--- src/rtl/display_scan_controller.sv ---
// display_scan_controller
//   Free-running 4-digit scan scheduler for a seven-segment display. Each digit
//   slot lasts TICK_DIV cycles; the first BLANK_CYCLES of every slot are blanked
//   to hide anode switching. Digit values and the enable mask are
//   double-buffered: a load only lands in a one-entry pending buffer, which is
//   copied to the active set at the frame boundary (digit 3 -> digit 0).
//
// Ports
//   clk        : system clock
//   rst_n      : asynchronous active-low reset
//   load       : one-cycle strobe, captures digits_in/mask_in into pending
//   digits_in  : four 4-bit digit values, digit k at [4k+3:4k]
//   mask_in    : per-digit enable, bit k = 1 lights digit k
//   en_out     : current digit index to the anode decoder
//   digit_out  : active value of the current digit
//   blank      : 1 forces all segments off
//   frame_done : one-cycle pulse after the last cycle of digit 3
`timescale 1ns/1ps

module display_scan_controller #(
  parameter int unsigned TICK_DIV     = 100000,
  parameter int unsigned BLANK_CYCLES = 1000,
  parameter int unsigned CNT_W        = 17
) (
  input  logic        clk,
  input  logic        rst_n,
  input  logic        load,
  input  logic [15:0] digits_in,
  input  logic [3:0]  mask_in,
  output logic [1:0]  en_out,
  output logic [3:0]  digit_out,
  output logic        blank,
  output logic        frame_done
);

  localparam logic [CNT_W-1:0] CntLast = CNT_W'(TICK_DIV - 1);

  logic [CNT_W-1:0] cnt_q;
  logic [1:0]       idx_q;
  logic [15:0]      act_digits_q;
  logic [3:0]       act_mask_q;
  logic [15:0]      pend_digits_q;
  logic [3:0]       pend_mask_q;
  logic             pend_valid_q;
  logic             frame_done_q;

  logic slot_end;
  logic frame_wrap;
  logic dead_time;

  assign slot_end   = (cnt_q == CntLast);
  assign frame_wrap = slot_end && (idx_q == 2'd3);

  always_ff @(posedge clk or negedge rst_n) begin
    if (!rst_n) begin
      cnt_q         <= '0;
      idx_q         <= 2'd0;
      act_digits_q  <= 16'h0000;
      act_mask_q    <= 4'b0000;
      pend_digits_q <= 16'h0000;
      pend_mask_q   <= 4'b0000;
      pend_valid_q  <= 1'b0;
      frame_done_q  <= 1'b0;
    end else begin
      if (slot_end) begin
        cnt_q <= '0;
        idx_q <= idx_q + 2'd1;
      end else begin
        cnt_q <= cnt_q + 1'b1;
      end

      frame_done_q <= frame_wrap;

      // Commit uses the pending contents as they were before this edge, so a
      // load landing on the boundary edge waits for the next frame.
      if (frame_wrap && pend_valid_q) begin
        act_digits_q <= pend_digits_q;
        act_mask_q   <= pend_mask_q;
      end

      if (load) begin
        pend_digits_q <= digits_in;
        pend_mask_q   <= mask_in;
        pend_valid_q  <= 1'b1;
      end else if (frame_wrap) begin
        pend_valid_q  <= 1'b0;
      end
    end
  end

  // A zero-length dead time would make the compare constant-false.
  if (BLANK_CYCLES == 0) begin : g_no_dead
    assign dead_time = 1'b0;
  end else begin : g_dead
    localparam logic [CNT_W-1:0] BlankEnd = CNT_W'(BLANK_CYCLES);
    assign dead_time = (cnt_q < BlankEnd);
  end

  assign en_out     = idx_q;
  assign digit_out  = act_digits_q[{idx_q, 2'b00} +: 4];
  assign blank      = dead_time || !act_mask_q[idx_q];
  assign frame_done = frame_done_q;

endmodule

--- config.mk ---
export PLATFORM = sky130hd
export DESIGN_NAME = display_scan_controller
export DESIGN_NICKNAME = d
export VERILOG_FILES = /design/src/rtl/display_scan_controller.sv
export SDC_FILE = /design/constraint.sdc
export NUM_CORES = 1
export LEC_CHECK = 0
export ABC_AREA = 1
export ABC_CLOCK_PERIOD_IN_PS = 1600
export CORE_ASPECT_RATIO = 1.2
export CORE_UTILIZATION = 40
export DETAILED_ROUTE_END_ITERATION = 7
export SLEW_MARGIN = 20
export SYNTH_ARGS = -nofsm -noshare
export SYNTH_HDL_FRONTEND = slang
export SYNTH_SLANG_ARGS = --single-unit
--- constraint.sdc ---
create_clock -name clk -period 1.6 [get_ports clk]
set_clock_uncertainty 0.15 [all_clocks]
set_input_delay 0.32 -clock clk [delete_from_list [all_inputs] [get_ports clk]]
set_output_delay 0.32 -clock clk [all_outputs]
set_load 0.05 [all_outputs]
Word-level counts from Yosys, hierarchy flattened. Index checks and enable logic that the tools add are counted.

Logic and storage cells: 25. Register bits: 61. Input bits: 23. Output and inout bits: 8.

Equality and inequality tests: 2. Shift-type cells: 1. Add/subtract/negate cells: 2. Muxes and demuxes: 5. Order comparisons: 2. Reductions and logical operators: 5.

Operator list (number): $add A17 B1 Y17 const B (1); $eq A17 B17 Y1 const B (1); $lt A17 B10 Y1 const B (1); $mux W17 (1); $shiftx A16 B5 Y4 (1); $lt A2 B3 Y1 const B (1); $mux W1 (3); $add A2 B1 Y2 const B (1); $bmux W1 S2 (1); $eq A2 B2 Y1 const B (1); $logic_and A1 B1 Y1 (2); $reduce_bool A2 Y1 (1); $logic_not A1 Y1 (1); $logic_or A1 B1 Y1 (1).

Depth between registers and ports, before layout. Gate-level depths: netlist of run 1.

Depth in word-level cells: 4. Mapped depth: 9. Depth with buffers taken out: 8.

Worst setup path after synthesis of run 1. Ideal clock, no wire load.

Path type: reg-to-output. Start: register idx_q[0], in the netlist en_out[0]. End: output digit_out[0]. Slack: -0.735 ns. Stages on the path, launching flop included: 4. Path buffers: 1. Required time: 1.130 ns. Arrival: 1.865 ns. Cells stage by stage: dfrtp_1 > clkbuf_1 > o21ai_0 > o22ai_1.

Word-level cells in the longest chain between the ends: 1.

Ends and longest elaborated chain: from (decl) (line 39) `logic [1:0] idx_q;`; from (signal assigned) (line 67) `idx_q <= idx_q + 2'd1;`; $shiftx A16 B5 Y4 (line 100) `assign digit_out = act_digits_q[{idx_q, 2'b00} +: 4];`; to (decl) (line 31) `output logic [3:0] digit_out,`.

No other way between the ends.

Final worst setup path of run 1.
Start: register idx_q[1], in the netlist en_out[1]. End: output blank.

Word-level cells in the longest chain between the ends: 4.

Ends and longest elaborated chain: $bmux W1 S2 (line 101) `assign blank = dead_time || !act_mask_q[idx_q];`; $mux W1 (implied by the code) (line 101); $logic_not A1 Y1 (line 101); $logic_or A1 B1 Y1 (line 101); to (decl) (line 32) `output logic blank,`.

No other way between the ends. The select of a mux whose other input is x is not followed.

==> results of run 1 <==
-- final cells by class --
class / count / area (um^2)
clock buffers: 11 / 151
clock inverters: 4 / 47.5
fillers: 579 / 2530
inverters: 28 / 108
multi-input cells: 241 / 1460
flip-flops and latches: 61 / 1530
well taps: 87 / 109
repair buffers: 84 / 925
-- per-stage QoR --
| stage | setup TNS (ns) | hold WS (ns) | instance area [um^2] |
|---|---|---|---|
| 5_1_grt | -9.07 | 0.353 | 4330 |
| 4_1_cts | -3.24 | 0.325 | 4100 |
| 3_5_place_dp | -1.18 | 0.204 | 3690 |
| 2_1_floorplan | -0.359 | -0.126 | 3000 |
| 3_3_place_gp | -0.203 | 0.207 | 3690 |
| 6_report | -6.13 | 0.321 | 4330 |
-- sequential cells by signal, summed over array words and instances (netlist names) --
| signal | flops |
|---|---|
| en_out | 2 |
| pend_mask_q | 4 |
| pend_digits_q | 16 |
| cnt_q | 17 |
| pend_valid_q | 1 |
| act_mask_q | 4 |
| frame_done | 1 |
| act_digits_q | 16 |
-- per-layer routing --
metal | part of all wire [%] | up-vias
li1 | - | 1264
met1 | 39 | 1212
met2 | 55 | 58
met3 | 2.5 | 26
met4 | 3.5 | 0
met5 | 0 | -
-- final timing paths --
path	start	endpoint	slack, ns
max	en_out[1]$_DFFE_PN0N_	blank	-0.38
min	pend_digits_q[6]$_DFFE_PN0P_	pend_digits_q[6]$_DFFE_PN0P_	0.32
max reg2reg	cnt_q[12]$_DFF_PN0_	act_digits_q[10]$_DFFE_PN0P_	-0.20
min reg2reg	pend_digits_q[6]$_DFFE_PN0P_	pend_digits_q[6]$_DFFE_PN0P_	0.32
max in group asynchronous	rst_n	cnt_q[5]$_DFF_PN0_	0.63
min in group asynchronous	rst_n	cnt_q[6]$_DFF_PN0_	0.36
-- synth_stat cells, drive strengths merged (4+ instances only) --
cell,count
nand4,24
buf,4
nand2,127
o22ai,5
inv,28
o21ai,16
clkbuf,10
xor2,10
nor3,8
nand3,9
nor2,36
dfrtp,61
-- cell families (layout without fill, tap and decap cells) --
logic type | count (synthesis) | count (layout)
and+or+nand+nor | 205 | 205
DFF | 61 | 61
buffers and inverters | 42 | 127
AOI/OAI and AO/OA | 24 | 24
xor gates and xnor gates | 10 | 10
adders and majority gates | 2 | 2
-- timing repair --
action | in CTS | in global routing
pin swaps | 9 | 13
gates cloned | 3 | 0
gates resized for setup | 39 | 48
hold buffers | 1 | 0
endpoints found under the hold margin | 61 | 0
setup buffers | 9 | 9
setup endpoints to repair | 28 | 42
-- worst max-delay path, cell delays in order (launching register included) --
cell and delay [ns]:
dfrtp_4 0.51, inv_2 0.08, o21ai_2 0.05, o22ai_2 0.23, o31ai_4 0.13, buf_12 0.16
-- report_power, final --
part	switching, mW	leakage [nW]	internal [mW]
Combinational	0.0754	1.24	0.0786
Clock	0.603	0.101	0.790
Sequential	0.0253	0.793	1.59
==> results.sh, run 1 <==
export IMPL_holdPathStages=2
export IMPL_synth_area_leaders="dfrtp_1, nand2_1, nand4_1, nor2_1, xor2_1"
export IMPL_synth_edff_count=0
export IMPL_place_inst=480
export IMPL_synth_cell_type_count=24
export IMPL_ys_warn_count=0
export IMPL_synth_top_family_by_area="simple AND/OR/NAND/NOR gates"
export IMPL_min_path_type="reg2reg"
export IMPL_crit_path_start_kind="flop"
export IMPL_hold_viol=0
export IMPL_die_x_um=78.9
export IMPL_met3_usage_pct=4.08
export IMPL_pre_cts_slack_ns=-0.0661
export IMPL_synthArstFlopShare_pct=100
export IMPL_irDropWorstVdd_mv=0.504
export IMPL_drc=0
export IMPL_violations="setup timing"
export IMPL_clk_pin_slew_ns=0.07
export IMPL_cellPowerDensity_mw_per_mm2=730
export IMPL_fin_crit_ns=1.98
export IMPL_cp_required_ns=1.13
export IMPL_synth_ff_type="dfrtp_1"
export IMPL_cts_sinks=61
export IMPL_rows=33
export IMPL_grt_busiest_layer="met2"
export IMPL_nNetsFinal=450
export IMPL_synthSimpleGateAreaFrac_pct=31.6
export IMPL_syn_to_final_growth_pct=52.3
export IMPL_final_common_cell="nand2_1"
export IMPL_dieArea_mm2=0.00745
export IMPL_antenna_found_initial=0
export IMPL_grt_util_all_layers_pct=21.2
export IMPL_clk_root_buffer_cell="clkbuf_8"
export IMPL_core_area_mm2=0.00685
export IMPL_synth_compound_area_share_pct=4.54
export IMPL_post_drt_wl_per_cell_um=14.3
export IMPL_layout_cells_non_filler=516
export IMPL_synth_mux_area_share_pct=0
export IMPL_rsz0062_at_grt="true"
export IMPL_fmax_ghz=0.506
export IMPL_power_mw=3.16
export IMPL_status="finished with violations"
export IMPL_maxSlewViolCount=0
export IMPL_timing_final_crit_share_pct=124
export IMPL_via_per_inst=4.96
export IMPL_mostFrequentLayoutCells="nand2_1, dfrtp_1, buf_4"
export IMPL_drv_cap=0
export IMPL_ctsHtreeMaxLevel=3
export IMPL_r2r_cells=11
export IMPL_syn_area_per_cell_um2=8.26
export IMPL_globalRouteMet1Util_pct=23.1
export IMPL_diodes=0
export IMPL_numCtsBuffers=9
export IMPL_dr_pass1_iters=4
export IMPL_leakage_nw=2.14
export IMPL_drive_above_1_share_pct=35.7
export IMPL_grtUsageMet2_pct=38.6
export IMPL_first_global_vias=2580
export IMPL_max_slew_worst_pin_slew_ns=0.338
export IMPL_tritoncts="done"
export IMPL_synth_adder_area_share_pct=0.881
export IMPL_insertion_delay_ns=0.34
export IMPL_io_buffers=30
export IMPL_die_y_um=94.3
export IMPL_yosysTopAreaCellShare_pct=53.7
export IMPL_grt_overflow_total=0
export IMPL_start_util_pct=41.5
export IMPL_arrival_ns=1.51
export IMPL_yosys_area_top_type="dfrtp_1"
export IMPL_final_core_util_pct=63.1
export IMPL_postRouteAntennaNets=0
export IMPL_critPathMaxFanout=4
export IMPL_synthCells=344
export IMPL_gp_congestion=0.879
export IMPL_crit_path_end_kind="output port"
export IMPL_setup_ws_ns=-0.377
export IMPL_drt_total_wl_mm=7.40
export IMPL_setup_violations=34
export IMPL_vias=2560
export IMPL_grt_pass1_wl_mm=11.8
export IMPL_critPathKind="reg2out"
export IMPL_synthesis_nets=369
export IMPL_syn_area_mm2=0.00284
export IMPL_relSlewSlack_pct=77.5
export IMPL_ios=31
export IMPL_drt_iter0_markers=86
export IMPL_cts_buffer_depth=2
export IMPL_grt_max_degree=62
export IMPL_synth_xor_area_share_pct=3.08
export IMPL_ys_ff_latch=61
export IMPL_synth_seq_area_share_pct=53.7
export IMPL_hpwl_mm=4.78
Note: power is estimated with default switching activity, not from simulation.
==> run 2, diff against run 1 <==
--- a/config.mk
+++ b/config.mk
@@ -10,6 +10,7 @@
 export CORE_ASPECT_RATIO = 1.2
 export CORE_UTILIZATION = 40
 export DETAILED_ROUTE_END_ITERATION = 7
+export PLACE_DENSITY_LB_ADDON = 0.1
 export SLEW_MARGIN = 20
 export SYNTH_ARGS = -nofsm -noshare
 export SYNTH_HDL_FRONTEND = slang
==> run 2 against run 1 <==
Compared with the run above:
- the run still ends with setup timing left
- critical path depth shrank 1
- cell area grew 1.9%
- hold slack gained 0.0033 ns
- core utilization grew 1.2 points
- largest cell class unchanged
- highest routed layer unchanged
==> results.sh, run 2 (synthesis results as in run 1) <==
export IMPL_rows=33
export IMPL_pwr_share_comb_pct=4.7
export IMPL_via_per_inst=4.86
export IMPL_timing_final_crit_share_pct=122
export IMPL_cp_required_ns=1.13
export IMPL_hold_start="pend_digits_q[12]$_DFFE_PN0P_"
export IMPL_post_drt_wl_per_cell_um=13.8
export IMPL_regToRegStartpoint="cnt_q[1]$_DFF_PN0_"
export IMPL_layout_cells_non_filler=517
export IMPL_critPathMaxFanout=4
export IMPL_drt_iter0_markers=40
export IMPL_violations="setup timing"
export IMPL_drive_above_1_share_pct=37.0
export IMPL_place_area_mm2=0.00368
export IMPL_power_mw=3.27
export IMPL_worstSetupStartpoint="cnt_q[11]$_DFF_PN0_"
export IMPL_leakage_nw=2.17
export IMPL_postRouteAntennaNets=0
export IMPL_die_x_um=78.9
export IMPL_relSlewSlack_pct=76.3
export IMPL_cellPowerDensity_mw_per_mm2=742
export IMPL_p_sw_mw=0.731
export IMPL_pre_cts_slack_ns=-0.0749
export IMPL_slowest_delay_ns=0.45
export IMPL_vias=2513
export IMPL_antenna_found_initial=0
export IMPL_cts_buffer_depth=2
export IMPL_critPathTopFamily="flip-flops"
export IMPL_final_common_cell="nand2_1"
export IMPL_top_regs="cnt_q x17, act_digits_q x16, pend_digits_q x16"
export IMPL_tritoncts="done"
export IMPL_dieArea_mm2=0.00745
export IMPL_path_cells="inv_2 -> nand3_1 -> o31ai_4 -> buf_12"
export IMPL_largest_register="cnt_q"
export IMPL_multi_input_area_mm2=0.00147
export IMPL_drc=0
export IMPL_internal_power_mw=2.54
export IMPL_path_buf_inv=2
export IMPL_hpwl_mm=4.69
export IMPL_finalInstanceArea_mm2=0.00441
export IMPL_clk_pin_slew_ns=0.07
export IMPL_status="finished with violations"
export IMPL_crit_path_end_kind="output port"
export IMPL_highest_layer="met4"
export IMPL_io_buffers=30
export IMPL_cts_sinks=61
export IMPL_irDropWorstVdd_mv=0.531
export IMPL_wl_met1_mm=2.94
export IMPL_grt_overflow_total=0
export IMPL_arrival_ns=1.48
export IMPL_maxSlewViolCount=0
export IMPL_clk_root_buffer_cell="clkbuf_8"
export IMPL_gp_congestion=0.852
export IMPL_insertion_delay_ns=0.34
export IMPL_min_path_type="reg2reg"
export IMPL_largest_register_ffs=17
export IMPL_setup_ws_ns=-0.352
export IMPL_mostFrequentLayoutCells="nand2_1, dfrtp_1, buf_4, nand2_2, nand4_1"
export IMPL_max_slew_worst_pin_slew_ns=0.354
export IMPL_swShare_pct=22.3
export IMPL_numCtsBuffers=9
export IMPL_fin_crit_ns=1.95
export IMPL_syn_to_final_growth_pct=55.3
export IMPL_nNetsFinal=450
export IMPL_grt_util_all_layers_pct=21.5
export IMPL_hold_viol=0
export IMPL_n_fill_cell=593
export IMPL_start_util_pct=41.5
export IMPL_tns_ns=-3.61
export IMPL_wl_met2_mm=3.69
export IMPL_clockPowerShare_pct=46.1
export IMPL_crit_path_start_kind="flop"
export IMPL_ios=31
export IMPL_drt_total_wl_mm=7.12
export IMPL_die_y_um=94.3
export IMPL_setup_violations=31
export IMPL_drv_cap=0
export IMPL_wl_met3_um=229
export IMPL_ff_latch_area_mm2=0.00154
export IMPL_diodes=0
export IMPL_core_area_mm2=0.00685
export IMPL_dr_pass1_iters=4
export IMPL_grt_max_degree=62
export IMPL_place_inst=482
export IMPL_fmax_ghz=0.512
export IMPL_p_seq_share_pct=49.2
export IMPL_critPathKind="reg2out"
export IMPL_ctsHtreeMaxLevel=3
export IMPL_rsz0062_at_grt="true"
export IMPL_grt_pass1_wl_mm=11.8
export IMPL_first_global_vias=2514
export IMPL_cpMaxStageDelayCell="dfrtp_2"
[run 2: changes by cell type in the layout (fill, tap and decap cells not counted), sizes merged]
| cell | before | now |
|---|---|---|
| clkbuf | 11 | 10 |
| bufinv | 1 | 2 |
| clkinv | 2 | 4 |
| clkinvlp | 1 | 0 |
[run 2: path summary, 6_finish.rpt]
kind | slack, ns | end | cells after the start
max | -0.35 | blank | 4
min | 0.32 | pend_digits_q[12]$_DFFE_PN0P_ | 2
max reg2reg | -0.10 | act_digits_q[12]$_DFFE_PN0P_ | 10
min reg2reg | 0.32 | pend_digits_q[12]$_DFFE_PN0P_ | 2
max in group asynchronous | 0.63 | en_out[1]$_DFFE_PN0N_ | 3
min in group asynchronous | 0.34 | cnt_q[11]$_DFF_PN0_ | 3
[run 2: final cells by class]
| type | count | share of cell area, % |
|---|---|---|
| timing repair buffer | 84 | 22.1 |
| tap | 87 | 2.47 |
| sequential | 61 | 34.8 |
| inverter | 28 | 2.55 |
| clock inverter | 6 | 1.99 |
| multi-input combinational | 241 | 33.2 |
| clock buffer | 10 | 2.89 |
[run 2: power groups by stage]
stage | logic [mW] | clock network [mW] | registers [mW]
after floorplan | 0.0509 | 0 | 1.63
after global placement | 0.154 | 0 | 1.64
after detailed placement | 0.157 | 0 | 1.64
after CTS | 0.159 | 1.53 | 1.61
after global routing | 0.179 | 1.60 | 1.61
final | 0.154 | 1.51 | 1.61
[run 2: layer usage]
layer  GRT usage [%]  vias to the layer above
li1                -                     1263
met1            23.2                     1177
met2            38.3                       53
met3            4.95                       20
met4            12.9                        0
met5               0                        -
[run 2: repair_timing]
item / in CTS / in global routing
cloned: 6 / 0
setup buffers: 10 / 2
resized for setup: 44 / 50
setup endpoints to repair: 27 / 38
hold buffers: 1 / 0
hold endpoints to repair: 61 / 0
pin swaps: 17 / 16
[run 2: worst reg2reg max path, cell delays in order (launching register included)]
cell     delay (ns)
dfrtp_1        0.36
ha_2           0.19
nand2_2        0.07
nor2_4         0.11
buf_6          0.12
nand3_4        0.09
nor2_8         0.13
buf_12         0.13
buf_12         0.11
nand4_1        0.09
nand2_2        0.09
[run 2: stage by stage]
step / hold WS (ns) / util (%)
2_1_floorplan: -0.126 / -
6_report: 0.324 / 64.4
5_1_grt: 0.350 / 64.4
3_3_place_gp: 0.205 / 53.7
3_5_place_dp: 0.206 / 53.7
4_1_cts: 0.327 / 61.6
